`config.mk`:
```
export PLATFORM = sky130hd
export DESIGN_NAME = sevseg_scan
export DESIGN_NICKNAME = d
export VERILOG_FILES = /design/src/rtl/sevseg_scan.sv
export SDC_FILE = /design/constraint.sdc
export NUM_CORES = 1
export LEC_CHECK = 0
export BUFFER_PORTS_ARGS = -buffer_cell sky130_fd_sc_hd__buf_2
export CORE_MARGIN = 2
export CORE_UTILIZATION = 57
export CTS_CLUSTER_DIAMETER = 150
export DETAILED_ROUTE_END_ITERATION = 6
export PLACE_DENSITY = 0.79
export SYNTH_ARGS = -nofsm -noshare
export SYNTH_HDL_FRONTEND = slang
export SYNTH_SLANG_ARGS = --single-unit
```
`constraint.sdc`:
```
create_clock -name clk -period 5.83 [get_ports clk]
set_input_delay 0.2915 -clock clk [delete_from_list [all_inputs] [get_ports clk]]
set_output_delay 0.2915 -clock clk [all_outputs]
set_load 0.005 [all_outputs]
```
`src/rtl/sevseg_scan.sv`:
```
// sevseg_scan: time-multiplexed seven-segment driver with a hex decoder,
// frame-synchronous double buffering, leading-zero blanking, PWM brightness
// and a one-tick anti-ghosting guard at the start of every digit slot.
module sevseg_scan #(
  parameter int NUM_DIGITS     = 8,
  parameter int CLK_DIV        = 100000,
  parameter bit ACTIVE_LOW_SEG = 1'b1,
  parameter bit ACTIVE_LOW_AN  = 1'b1
) (
  input  logic                    clk,
  input  logic                    rst_n,
  input  logic [4*NUM_DIGITS-1:0] value,
  input  logic [NUM_DIGITS-1:0]   dp,
  input  logic [NUM_DIGITS-1:0]   digit_en,
  input  logic                    blank_lz,
  input  logic [3:0]              brightness,
  input  logic                    load,
  output logic [7:0]              seg,
  output logic [NUM_DIGITS-1:0]   an,
  output logic                    frame_done
);

  localparam int TICK_W = $clog2(CLK_DIV);
  localparam int IDX_W  = $clog2(NUM_DIGITS);

  localparam logic [TICK_W-1:0]     TICK_MAX = TICK_W'(CLK_DIV - 1);
  localparam logic [IDX_W-1:0]      IDX_MAX  = IDX_W'(NUM_DIGITS - 1);
  localparam logic [31:0]           ON_MAX   = 32'(CLK_DIV - 1);
  localparam logic [7:0]            SEG_OFF  = ACTIVE_LOW_SEG ? 8'hFF : 8'h00;
  localparam logic [NUM_DIGITS-1:0] AN_OFF   = ACTIVE_LOW_AN ? {NUM_DIGITS{1'b1}} : '0;

  // Everything a load captures; staging and shadow share this layout.
  typedef struct packed {
    logic [4*NUM_DIGITS-1:0] value;
    logic [NUM_DIGITS-1:0]   dp;
    logic [NUM_DIGITS-1:0]   digit_en;
    logic                    blank_lz;
    logic [3:0]              brightness;
  } cfg_t;

  localparam cfg_t CFG_RESET = '{value: '0, dp: '0, digit_en: '0,
                                 blank_lz: 1'b0, brightness: 4'hF};

  // Active-high a..g pattern for one hex nibble.
  function automatic logic [6:0] hex_to_seg(input logic [3:0] h);
    unique case (h)
      4'h0: hex_to_seg = 7'h3F;
      4'h1: hex_to_seg = 7'h06;
      4'h2: hex_to_seg = 7'h5B;
      4'h3: hex_to_seg = 7'h4F;
      4'h4: hex_to_seg = 7'h66;
      4'h5: hex_to_seg = 7'h6D;
      4'h6: hex_to_seg = 7'h7D;
      4'h7: hex_to_seg = 7'h07;
      4'h8: hex_to_seg = 7'h7F;
      4'h9: hex_to_seg = 7'h67;
      4'hA: hex_to_seg = 7'h77;
      4'hB: hex_to_seg = 7'h7C;
      4'hC: hex_to_seg = 7'h58;
      4'hD: hex_to_seg = 7'h5E;
      4'hE: hex_to_seg = 7'h79;
      default: hex_to_seg = 7'h71;
    endcase
  endfunction

  logic [TICK_W-1:0]     tick_q, tick_d;
  logic [IDX_W-1:0]      idx_q, idx_d;
  logic                  pending_q, pending_d;
  cfg_t                  stage_q, stage_d;
  cfg_t                  shadow_q, shadow_d;
  logic [7:0]            seg_q, seg_d;
  logic [NUM_DIGITS-1:0] an_q, an_d;
  logic                  frame_done_q, frame_done_d;

  logic                  boundary;
  cfg_t                  in_cfg;
  logic [NUM_DIGITS-1:0] lz_supp;
  logic                  zero_run;
  logic [31:0]           on_raw;
  logic [31:0]           on_cycles;
  logic [3:0]            nib;
  logic                  dig_en;
  logic [7:0]            pat;
  logic [NUM_DIGITS-1:0] an_hot;

  assign in_cfg = '{value: value, dp: dp, digit_en: digit_en,
                    blank_lz: blank_lz, brightness: brightness};

  // Slot tick and digit index; the frame boundary is the last tick of the last digit.
  always_comb begin
    // NOTE: every always_comb output gets a default first so no path leaves it unassigned (no latch).
    tick_d   = tick_q + 1'b1;
    idx_d    = idx_q;
    boundary = (idx_q == IDX_MAX) && (tick_q == TICK_MAX);
    if (tick_q == TICK_MAX) begin
      tick_d = '0;
      idx_d  = (idx_q == IDX_MAX) ? '0 : idx_q + 1'b1;
    end
  end

  // Double buffer: loads land in staging, staging moves to the shadow only at a frame boundary.
  always_comb begin
    stage_d   = stage_q;
    shadow_d  = shadow_q;
    pending_d = pending_q;
    if (load) stage_d = in_cfg;
    if (boundary) begin
      if (load)           shadow_d = in_cfg;
      else if (pending_q) shadow_d = stage_q;
      pending_d = 1'b0;
    end else if (load) begin
      pending_d = 1'b1;
    end
  end

  // Pattern and anode gating for the current slot, computed from the shadow only.
  always_comb begin
    lz_supp  = '0;
    zero_run = 1'b1;
    for (int k = NUM_DIGITS - 1; k >= 0; k--) begin
      zero_run   = zero_run && (shadow_q.value[4*k +: 4] == 4'h0);
      lz_supp[k] = zero_run && (k != 0) && shadow_q.blank_lz;
    end

    on_raw    = ((32'(shadow_q.brightness) + 32'd1) * 32'(CLK_DIV)) >> 4;
    on_cycles = (on_raw > ON_MAX) ? ON_MAX : on_raw;

    nib    = shadow_q.value[4*int'(idx_q) +: 4];
    dig_en = shadow_q.digit_en[idx_q];
    pat    = '0;
    if (dig_en) begin
      pat[7]   = shadow_q.dp[idx_q];
      pat[6:0] = lz_supp[idx_q] ? 7'h00 : hex_to_seg(nib);
    end

    // Tick 0 is the guard cycle: the previous digit's anode is released before the next one drives.
    an_hot = '0;
    if (dig_en && (tick_q != '0) && (32'(tick_q) <= on_cycles)) an_hot[idx_q] = 1'b1;

    seg_d        = ACTIVE_LOW_SEG ? ~pat : pat;
    an_d         = ACTIVE_LOW_AN ? ~an_hot : an_hot;
    frame_done_d = boundary;
  end

  // Counter state.
  always_ff @(posedge clk or negedge rst_n) begin
    // NOTE: state registers use non-blocking assignment so every flop samples pre-edge values.
    if (!rst_n) begin
      tick_q <= '0;
      idx_q  <= '0;
    end else begin
      tick_q <= tick_d;
      idx_q  <= idx_d;
    end
  end

  // Staging and shadow registers; the shadow resets to a dark, full-brightness configuration.
  always_ff @(posedge clk or negedge rst_n) begin
    if (!rst_n) begin
      stage_q   <= CFG_RESET;
      shadow_q  <= CFG_RESET;
      pending_q <= 1'b0;
    end else begin
      stage_q   <= stage_d;
      shadow_q  <= shadow_d;
      pending_q <= pending_d;
    end
  end

  // Registered pin drivers, one cycle behind the counter/shadow state.
  always_ff @(posedge clk or negedge rst_n) begin
    if (!rst_n) begin
      seg_q        <= SEG_OFF;
      an_q         <= AN_OFF;
      frame_done_q <= 1'b0;
    end else begin
      seg_q        <= seg_d;
      an_q         <= an_d;
      frame_done_q <= frame_done_d;
    end
  end

  assign seg        = seg_q;
  assign an         = an_q;
  assign frame_done = frame_done_q;

endmodule

```
# Yosys cells after proc, flatten, opt, wreduce, memory -nomap -nowiden

Memories as Yosys holds them, arrays and structs flattened.
Cells that the tools add are included.

Register bits: 144
ROM bits: 112
Memories: 1
Logic and storage cells: 76

Memories:

| memory          | depth | bits a word | rd ports | clocked after Yosys merged registers in | write ports | line | source |
|---|---|---|---|---|---|---|---|
| (no name shown) | 16    | 7           | 1        | 0                                       | 0           | 46   | `unique case (h)` |

Reduce and logical (&&, ||, !) cells: 28
Bitwise operators: 2
Add/sub/neg operators: 3
Shift operators: 1
Eq/ne operators: 2
Multiplexer cells: 18
Multiply operators: 1
$lt $le $gt $ge: 4

Operators by type and width:

| cell                                                              | number |
|---|---|
| 2-to-1 mux 53 bit                                                 | 2 |
| indexed part select 32 x 6 -> 4 bit                               | 1 |
| zero test 4 bit                                                   | 7 |
| > comparator 18 x 17 -> 1 bit, second input constant              | 1 |
| less-or-equal comparator 17 x 18 -> 1 bit                         | 1 |
| 2-to-1 mux 18 bit                                                 | 1 |
| adder 17 x 1 -> 17 bit, second input constant                     | 1 |
| equality test 17 bit, second input constant                       | 1 |
| logical AND 1 bit                                                 | 17 |
| multiplier 5 x 12 -> 17 bit, second input constant                | 1 |
| 2-to-1 mux 17 bit                                                 | 1 |
| nonzero test 17 bit                                               | 1 |
| 2-to-1 mux 8 bit                                                  | 2 |
| NOT 8 bit                                                         | 2 |
| binary-select mux 1 bit (select 3 bit)                            | 3 |
| 2-to-1 mux 7 bit                                                  | 1 |
| 2-to-1 mux 1 bit                                                  | 6 |
| adder 4 x 1 -> 5 bit, second input constant                       | 1 |
| less-than comparator 3 x 4 -> 1 bit, second input constant        | 1 |
| nonzero test 2 bit                                                | 2 |
| adder 3 x 1 -> 3 bit, second input constant                       | 1 |
| demux 1 bit (select 3 bit)                                        | 1 |
| equality test 3 bit, second input constant                        | 1 |
| greater-or-equal comparator 3 x 1 -> 1 bit, second input constant | 1 |
| 2 further kinds                                                   | 2 |

# Logic depth before layout (Yosys ltp)

Gate-level depths: netlist of the first run.

Word-level depth: 13
Gate-level depth with buffers: 23
Gate-level depth less buffers: 23

# Worst setup path before layout of the first run

OpenSTA, ideal clock, no wires.

Path kind: register to register
From: register shadow_q[0] in the netlist's numbering
To: register an_q[0], in the netlist an[0]
Arrival time: 5269 ps
Path slack: 453 ps
Stages on the path, launching flop included: 21
Buffers on the path: 0
Cells stage by stage: dfstp_2 nand3_1 xnor2_1 ha_1 ha_1 ha_1 ha_1 a2111oi_1 a21oi_1 a21o_1 a222oi_1 a311oi_1 nor2_2 inv_2 or3_1 ha_1 a21o_1 a21oi_1 o2111ai_1 o221ai_1 nand4b_1

Cells in the longest elaborated chain, start to end: 8

Ends and longest elaborated chain:

| what                                        | line | source |
|---|---|---|
| from (decl)                                 | 70   | `cfg_t shadow_q, shadow_d;` |
| from (signal assigned)                      | 165  | `shadow_q <= shadow_d;` |
| adder 4 x 1 -> 5 bit *                      | 125  | `on_raw = ((32'(shadow_q.brightness) + 32'd1) * 32'(CLK_DIV)) >> 4;` |
| multiplier 5 x 12 -> 17 bit *               | 125  |  |
| > comparator 18 x 17 -> 1 bit               | 126  | `on_cycles = (on_raw > ON_MAX) ? ON_MAX : on_raw;` |
| 2-to-1 mux 18 bit *                         | 126  |  |
| less-or-equal comparator 17 x 18 -> 1 bit * | 138  | `if (dig_en && (tick_q != '0) && (32'(tick_q) <= on_cycles)) an_hot[idx_q] = 1'b1;` |
| logical AND 1 bit *                         | 138  |  |
| 2-to-1 mux 8 bit *                          | 138  |  |
| NOT 8 bit *                                 | 141  | `an_d = ACTIVE_LOW_AN ? ~an_hot : an_hot;` |
| via an_d[0]                                 | 72   | `logic [NUM_DIGITS-1:0] an_q, an_d;` |
| to (signal assigned)                        | 178  | `an_q <= an_d;` |
| to (decl)                                   | 72   |  |

The timed path passes the listed nets; every way through them passes the cells marked *.
A chain may end at the register's enable or synchronous reset.

# Worst setup path after layout of the first run

From: register shadow_q[2] in the netlist's numbering
To: register an_q[0], in the netlist an[0]

Same word-level chain as after synthesis.

==> results by stage, run 1 <==
STA:
- Between clock sinks in the finished design, the worst skew comes to 11.4 ps.
- Dividing the final minimum period by the clock period gives 95.7%.
- The total of endpoints with negative setup slack in the final report is 0.
- The worst path meets setup with 252 ps of slack.
- At the pin with the least slew margin, the transition time is 1000 ps.
- The clock period could shrink to 5580 ps.
- The worst slew slack as a fraction of its limit is 31.3%.
- Static timing analysis puts the maximum clock frequency at 179 MHz.
- In the final timing run, aggregate negative setup slack is 0 ps.
- The final number of max-transition violations is 0.
- The number of hold violations in the final report is 0.

Critical path:
- The critical path class is register to register.
- STA classifies the critical path startpoint as a register.
- Among the stages of the critical path, the cell type that occurs most often is sky130_fd_sc_hd__ha_1.
- The required time of the worst setup path is 6130 ps.
- The number of cells on the worst reg-to-reg path is 23.
- The data arrival time at the worst-slack endpoint is 5880 ps.
- The reg-to-reg critical path startpoint is shadow_q[2]$_DFFE_PN1P_.
- The worst register-to-register path ends at an[0]$_DFF_PN1_.
- The slowest stage of the critical path is the sky130_fd_sc_hd__dfstp_2 cell.
- The register-to-register setup slack is 250 ps.
- Along the worst path, the maximum fanout reaches 8.
- On the worst path, the slowest cell contributes a delay of 610 ps.
- The nature of the critical path endpoint is a register.
- The critical path goes through nand3_1 > xnor2_2 > buf_4 > ha_1 > ha_1 > ha_1 > ha_1 > a21o_1 > a221o_1 > a211o_1 > a222oi_1 > buf_4 > a311oi_2 > nor2_4 > inv_2 > or3_1 > ha_1 > a21o_1 > a21oi_1 > o2111ai_1 > o221ai_1 > buf_4 > nand4b_1.

Final layout:
- For this run, the share of the core covered by cells in the final layout is 68.6%.
- The number of antenna cells inserted is 0.
- In the final layout, the share of cells above drive strength 1 is 38.1%.
- In the layout the commonest cells are sky130_fd_sc_hd__dfrtp_1, sky130_fd_sc_hd__mux2_2, sky130_fd_sc_hd__buf_2.
- Excluding fillers, the count of instances in the completed layout stands at 917.
- The most common cell after layout, fill and taps aside is sky130_fd_sc_hd__dfrtp_1.
- In the final design database the tool counted 843 nets.
- The relative area change from synthesis to final layout is 17.1%.
- The cell area after layout is 0.00908 sq mm.

Routing:
- The remaining number of nets flagged by the antenna check after routing is 0.
- In the routed layout, each cell is associated on average with a via count of 5.94.
- The final layout contains routed wiring with a total length of 16800 um.
- The number of optimization iterations in the first detailed-route pass is 5.
- The remaining routing DRC violations is 0.
- Detailed routing inserted a total of 5444 vias.
- The routed wire length per instance is 18.4 um.
- The DRC marker count from the first detailed-route iteration is 367.

Clocking:
- The clock reaches the later pin of the worst-skew pair after 420 ps.
- Clock-pin slew was measured on the worst setup and hold paths at 60 ps.
- The maximum buffer depth of the clock tree is 2.
- The cell sitting at the root of the clock tree is a sky130_fd_sc_hd__clkbuf_16.
- The TritonCTS clock tree is yes.
- CTS built an H-tree with a depth of 4.
- The total clock buffers created by CTS is 17.
- CTS saw 144 sinks.

Status:
- The flow ran to the end, and the final reports show no timing, DRC or antenna violations.

Power:
- The internal power is 1870 uW.
- Power spread over the standard cell area amounts to 258 mW/mm^2.
- The worst ir drop on vdd is 0.232 mV.
- In this run the static leakage power is 0.00435 uW.
- Of the total power, the share spent switching nets is 20.3%.
- The share of power burned in the clock network is 51.0%.
- The switching power of the nets is 475 uW.
- Of the total power, combinational logic draws 4.3%.
- The proportion of power drawn by flip-flops and latches is 44.7%.

Logic synthesis:
- For this run, the register share of the synthesized area comes to 46.8%.
- For this run, the leading register cell type out of synthesis is sky130_fd_sc_hd__dfrtp_1.
- The unique cell type count in the Yosys netlist is 71.
- By area the synthesized netlist is led by sky130_fd_sc_hd__dfrtp_1, sky130_fd_sc_hd__mux2_2, sky130_fd_sc_hd__ha_1.
- The netlist area before placement is 0.00776 sq mm.
- The proportion of netlist area held by the largest area contributor is 38.7%.
- The post-synthesis async set-or-reset flop share is 100%.
- Of all cell types, the one taking the most synthesized area is sky130_fd_sc_hd__dfrtp_1.
- Counting every net in the synthesized netlist gives 766.
- The number of instances in the synthesized netlist is 651.
- Yosys printed 0 warnings.
- In this run, synthesis inferred 0 flip-flops with an integrated enable.
- After synthesis the netlist holds a flip-flop and latch count of 144.
- The average instance area after synthesis is 11.9 sq um.

Floorplan:
- The initialized floorplan defines 42 standard-cell rows.
- The core region is 0.0132 sq mm.
- Once the floorplan was initialized, standard cells occupied 58.6% of the core.
- The horizontal die dimension is 121 um.
- The die extent in y is 121 um.
- The area of the die is 0.0146 sq mm.
- The I/O pin count is 73.

Placement:
- Summed over all nets, the half-perimeter wirelength after detailed placement is 11700 um.
- Before CTS, the worst setup slack after placement is 52.1 ps.
- The global placement routability congestion is 0.868.
- In this run the cell area measured after placement is 0.00826 sq mm.
- After detailed placement, the design holds a cell count of 878.
- Buffers placed on the I/O ports in this run total 72.

Hold path:
- In this run the most critical hold path is launched from value[3].
- The worst hold path cell count is 2.
- In this run the worst hold path is classified as input pin to register.
- The destination of the worst hold path is stage_q[24]$_DFFE_PN0P_.

Job:
- The tool flagged a number of max-cap violations equal to 0.

Global routing:
- The initial antenna violation count is 0.
- Summed over all layers, the global routing overflow is 0.
- The via count of the first global-routing pass was 5583.
- The maximum number of pins on one net before global-route repair is 87.
- The overall fraction of global-route tracks in use is 24.2%.
- The first global-routing pass estimated 27300 um of wire.
[per-stage QoR]
step | hold WS [ps] | total power, uW
detailed placement | 305 | 1170
CTS | 106 | 2360
floorplan | -4.09 | 1110
global route | 115 | 2420
finish | 117 | 2340
global placement | 296 | 1160
[per-layer routing]
metal | part of all wire [%] | vias up | global-route usage, %
met5 | 0 | - | 0
met4 | 2.7 | 0 | 9.96
met3 | 4.0 | 33 | 5.90
met2 | 51 | 155 | 41.1
met1 | 43 | 2709 | 29.6
li1 | - | 2547 | -
[power groups by stage]
stage               registers [uW]  logic [uW]  clock network [uW]
global placement              1060        97.3                   0
finish                        1050         102                1190
CTS                           1050         104                1210
global route                  1050         113                1250
detailed placement            1070         102                   0
floorplan                     1060        51.2                   0
[logic make-up after synthesis]
family / after synthesis / share of synthesized area [%]
compound gates: 95 / 9.05
xor+xnor: 22 / 2.48
fa+ha+maj: 59 / 9.61
buf+inv: 47 / 2.69
flops: 144 / 46.8
mux: 128 / 18.7
simple gates: 156 / 10.6
[worst max-delay path: cells and delay by family, from the launching register on]
kind            cells  cell delay [ps]
compound gates      9             1850
simple gates        4              730
flops               1              610
fa+ha+maj           5             1520
xor+xnor            1              170
buf+inv             4              590
[synthesized netlist by cell type, types with 8 or more instances]
cell type	count
sky130_fd_sc_hd__a21o_1	11
sky130_fd_sc_hd__a21oi_1	19
sky130_fd_sc_hd__and3_1	8
sky130_fd_sc_hd__clkbuf_1	16
sky130_fd_sc_hd__dfrtp_1	120
sky130_fd_sc_hd__dfstp_2	24
sky130_fd_sc_hd__ha_1	58
sky130_fd_sc_hd__inv_1	19
sky130_fd_sc_hd__mux2_2	114
sky130_fd_sc_hd__mux2i_1	9
sky130_fd_sc_hd__nand2_1	28
sky130_fd_sc_hd__nand3_1	16
sky130_fd_sc_hd__nand4_1	11
sky130_fd_sc_hd__nor2_1	40
sky130_fd_sc_hd__nor2b_1	10
sky130_fd_sc_hd__nor4_1	8
sky130_fd_sc_hd__o21ai_0	10
sky130_fd_sc_hd__xnor2_1	11
sky130_fd_sc_hd__xor2_1	11
[final cells by class]
class,instances,area [sq um]
Inverter,20,75.1
Tap cell,176,220
Clock buffer,19,453
Multi-Input combinational cell,460,4030
Clock inverter,13,206
Fill cell,953,4160
Timing Repair Buffer,85,467
Sequential cell,144,3630
[sequential cells by signal, indices dropped and copies added, names as in the netlist]
register,cells
seg,8
pending_q,1
tick_q,17
shadow_q,53
an,8
frame_done,1
stage_q,53
idx_q,3
[worst max path at each step]
stage | start | to | slack [ps] | depth (start not counted)
6_report | shadow_q[2]$_DFFE_PN1P_ | an[0]$_DFF_PN1_ | 250 | 23
5_1_grt | shadow_q[2]$_DFFE_PN1P_ | an[5]$_DFF_PN1_ | -60 | 23
4_1_cts | shadow_q[0]$_DFFE_PN1P_ | an[0]$_DFF_PN1_ | 10 | 23
3_5_place_dp | shadow_q[0]$_DFFE_PN1P_ | an[6]$_DFF_PN1_ | 50 | 23
3_3_place_gp | shadow_q[0]$_DFFE_PN1P_ | an[2]$_DFF_PN1_ | 260 | 21
2_1_floorplan | shadow_q[0]$_DFFE_PN1P_ | an[0]$_DFF_PN1_ | 450 | 20
[timing repair]
action	CTS	global route
resized for setup	0	19
hold buffers	1	0
setup buffers	0	6
setup endpoints to repair	0	8
endpoints found under the hold margin	42	0
No activity file was read; power rests on OpenSTA's default activity.
==> run 2: changes to the inputs <==
REMOVE_ABC_BUFFERS = 1   (was not set)
==> run 2 against run 1 <==
  * Power fell by 1.1%
  * Routed wire length grew 2.1%
  * Via count rose by 0.88%
  * Critical path depth grew 1
  * Sequential share of layout area is 0.15 points higher
  * Largest cell class unchanged
  * Clock power is essentially flat
  * Die area stayed put
  * Design area decreased by 0.37%
  * Non-clock buffer count stayed put
  * Cell count unchanged
  * Clock skew decreased by 1.0 ps
  * Largest power group unchanged
  * Critical path type unchanged
==> results by stage, run 2 (synthesis results as in run 1) <==
Status:
- The flow ran to the end, and the final reports show no timing, DRC or antenna violations.

Routing:
- The DRC marker count from the first detailed-route iteration is 420 (+14%).
- The post-detailed-routing wire length came to 17200 um (+2.1%).
- The remaining number of nets flagged by the antenna check after routing is 0 (unchanged).
- The detailed-route vias per instance is 5.99 (+0.88%).
- The routed wire length per instance is 18.8 um (+2.1%).
- The remaining routing DRC violations is 0 (unchanged).
- The number of optimization iterations in the first detailed-route pass is 5 (unchanged).
- The via count of the routed design is 5492 (+0.88%).

Global routing:
- The via count of the first global-routing pass is 5641 (+1.0%).
- The total grt overflow is 0 (unchanged).
- The overall fraction of global-route tracks in use is 24.8% (+0.55 points).
- The initial antenna violation count was 0 (unchanged).
- The wire length of the first global-routing pass is 28100 um (+3.0%).
- The maximum number of pins on one net before global-route repair is 76 (-13%).

STA:
- The total of endpoints with negative setup slack in the final report is 0 (unchanged).
- The slew at the pin with the worst max-slew slack was 965 ps (-35.9 ps).
- The post-route worst hold slack is 116 ps (-0.741 ps).
- The final number of max-transition violations is 0 (unchanged).
- The worst slew slack as a fraction of its limit is 35.7% (+4.3 points).
- The top achievable clock speed was 179 MHz (-0.21%).
- The shortest clock period the worst path allows after layout is 5590 ps (+11.5 ps).
- The final setup skew came to 10.4 ps (-1.01 ps).
- The number of hold violations in the final report came to 0 (unchanged).
- The final setup slack of the worst path was 241 ps (-11.5 ps).
- The share of the clock period used by the worst path after layout is 95.9% (+0.20 points).

Hold path:
- The hold path startpoint is digit_en[0].
- The min-delay analysis places its worst path in the category input pin to register.

Critical path:
- The worst setup path is captured at a register.
- The reg-to-reg critical path startpoint is shadow_q[1]$_DFFE_PN1P_.
- The register-to-register setup slack came to 240 ps (about the same).
- The largest stage delay on the critical path is 590 ps (-20 ps).
- Traced cell by cell, the critical path runs through ha_2 > xor2_2 > ha_2 > xnor2_1 > ha_1 > a21o_1 > ha_1 > ha_1 > o21ai_4 > a221oi_4 > or3_1 > a222oi_1 > buf_4 > a311oi_2 > nor2_4 > inv_2 > or3_1 > ha_1 > a21o_1 > a21oi_1 > o2111ai_1 > o221ai_1 > buf_4 > nand4b_1.
- The cell with the largest stage delay on the worst path is sky130_fd_sc_hd__dfstp_2.
- STA classifies the critical path startpoint as a register.
- The depth of the worst register-to-register path is 24 (+4.3%).
- The worst reg2reg path endpoint is an[2]$_DFF_PN1_.
- The data arrival time at the worst-slack endpoint is 5900 ps (+20 ps).
- The most critical setup path has its startpoint at shadow_q[1]$_DFFE_PN1P_.
- The maximum fanout along the worst path is 8 (unchanged).
- By instance count, the cell type seen most on the critical path is sky130_fd_sc_hd__ha_1.
- The required time of the worst setup path is 6150 ps (+20 ps).
- The worst setup path is of the register to register kind.
- In this run the worst setup path terminates at an[2]$_DFF_PN1_.

Final layout:
- The most common cell after layout, fill and taps aside is sky130_fd_sc_hd__dfrtp_1.
- The area growth from synthesis to layout is 16.7%.
- The largest registers in the layout are shadow_q (53), stage_q (53), tick_q (17).
- The layout cell share with drive strength beyond 1 was 38.3% (+0.27 points).
- The number of antenna cells inserted was 0 (unchanged).
- The final net count is 843 (unchanged).
- In the layout the commonest cells are sky130_fd_sc_hd__dfrtp_1, sky130_fd_sc_hd__mux2_2, sky130_fd_sc_hd__buf_2.
- The number of fill cells is 963 (+1.0%).

Floorplan:
- The die extent in y was 121 um (unchanged).
- The horizontal die dimension came to 121 um (unchanged).
- The I/O pin count was 73 (unchanged).
- The area of the die is 0.0146 sq mm (unchanged).
- The starting utilization of the core area is 58.6% (unchanged).
- The area of the core came to 0.0132 sq mm (unchanged).
- The placement row count is 42 (unchanged).

Clocking:
- The TritonCTS clock tree is yes.
- The total clock buffers created by CTS is 17 (unchanged).
- The worst-skew pair later-pin latency is 420 ps (about the same).
- The H-tree level count is 4 (unchanged).
- The total number of clock tree sinks was 144 (unchanged).
- The clock transition at the register clock pins on the worst setup and hold paths after CTS came to 60 ps (about the same).
- The maximum buffer depth of the clock tree is 2 (unchanged).
- CTS placed an instance of sky130_fd_sc_hd__clkbuf_16 at the clock tree root.

Job:
- The number of violations of the max-capacitance limit is 0 (unchanged).

Power:
- The reported leakage power is 0.00432 uW (-0.71%).
- The total power per unit cell area is 256 mW/mm^2 (-0.70%).
- The worst ir drop on vdd was 0.305 mV (+31%).

Placement:
- The count of buffers from port buffering came to 72 (unchanged).
- The worst setup slack after placement is 77.2 ps (+25.1 ps).
- The estimated wirelength of the detail-placed design is 11900 um (+1.4%).
- The global placement routability congestion is 0.875 (+0.84%).
==> run 2: area by class of cell <==
cell class,count,area [sq um],area share (%)
Timing Repair Buffer,85,467,5.16
Clock inverter,14,204,2.25
Clock buffer,18,439,4.85
Inverter,20,75.1,0.829
Sequential cell,144,3630,40.1
Multi-Input combinational cell,460,4010,44.3
Tap cell,176,220,2.43
==> run 2: worst min-delay path by stage <==
stage / slack, ps / endpoint / cells past startpoint
5_1_grt: 110 / stage_q[20]$_DFFE_PN0P_ / 2
3_3_place_gp: 340 / stage_q[9]$_DFFE_PN0P_ / 1
2_1_floorplan: -4 / frame_done$_DFF_PN0_ / 0
4_1_cts: 100 / stage_q[5]$_DFFE_PN0P_ / 2
3_5_place_dp: 350 / shadow_q[9]$_DFFE_PN0P_ / 1
6_report: 120 / stage_q[5]$_DFFE_PN0P_ / 2
==> run 2: power by group <==
group | internal [uW] | total [uW] | leakage, uW | switching [uW]
Combinational | 48.4 | 101 | 0.00221 | 52.2
Clock | 736 | 1170 | 0.000310 | 434
Sequential | 1040 | 1050 | 0.00180 | 10.7
==> run 2: metal layers <==
metal	global-route usage (%)	vias up	routed length [um]
met1	32.9	2752	7560
met4	8.07	0	238
met5	0	-	0
li1	-	2547	-
met3	5.80	18	931
met2	40.3	175	8470
==> run 2: timing repair <==
action | in CTS | in global routing
setup endpoints to repair | 0 | 8
setup buffers | 0 | 5
hold buffers | 1 | 0
gates resized for setup | 0 | 19
hold endpoints to repair | 73 | 0
==> run 2: through the flow <==
stage / utilization [%] / cells / area, sq um / total power, uW / TNS, ps
6_report: 68.3 / 917 / 9050 / 2320 / 0
5_1_grt: 68.3 / 917 / 9050 / 2400 / -356
4_1_cts: 67.4 / 912 / 8920 / 2340 / 0
3_5_place_dp: 62.4 / 879 / 8270 / 1170 / 0
3_3_place_gp: 62.4 / 879 / 8270 / 1160 / 0
2_1_floorplan: - / 624 / 7620 / 1110 / 0
==> run 2: critical path, delay by kind of cell (launching register included) <==
| family | cells | cell delay (ps) |
|---|---|---|
| adder cells (fa/ha/maj) | 6 | 1620 |
| AO/OA/AOI/OAI | 9 | 1600 |
| AND/OR/NAND/NOR | 4 | 920 |
| flip-flops | 1 | 590 |
| buffers and inverters | 3 | 440 |
| XOR/XNOR | 2 | 320 |
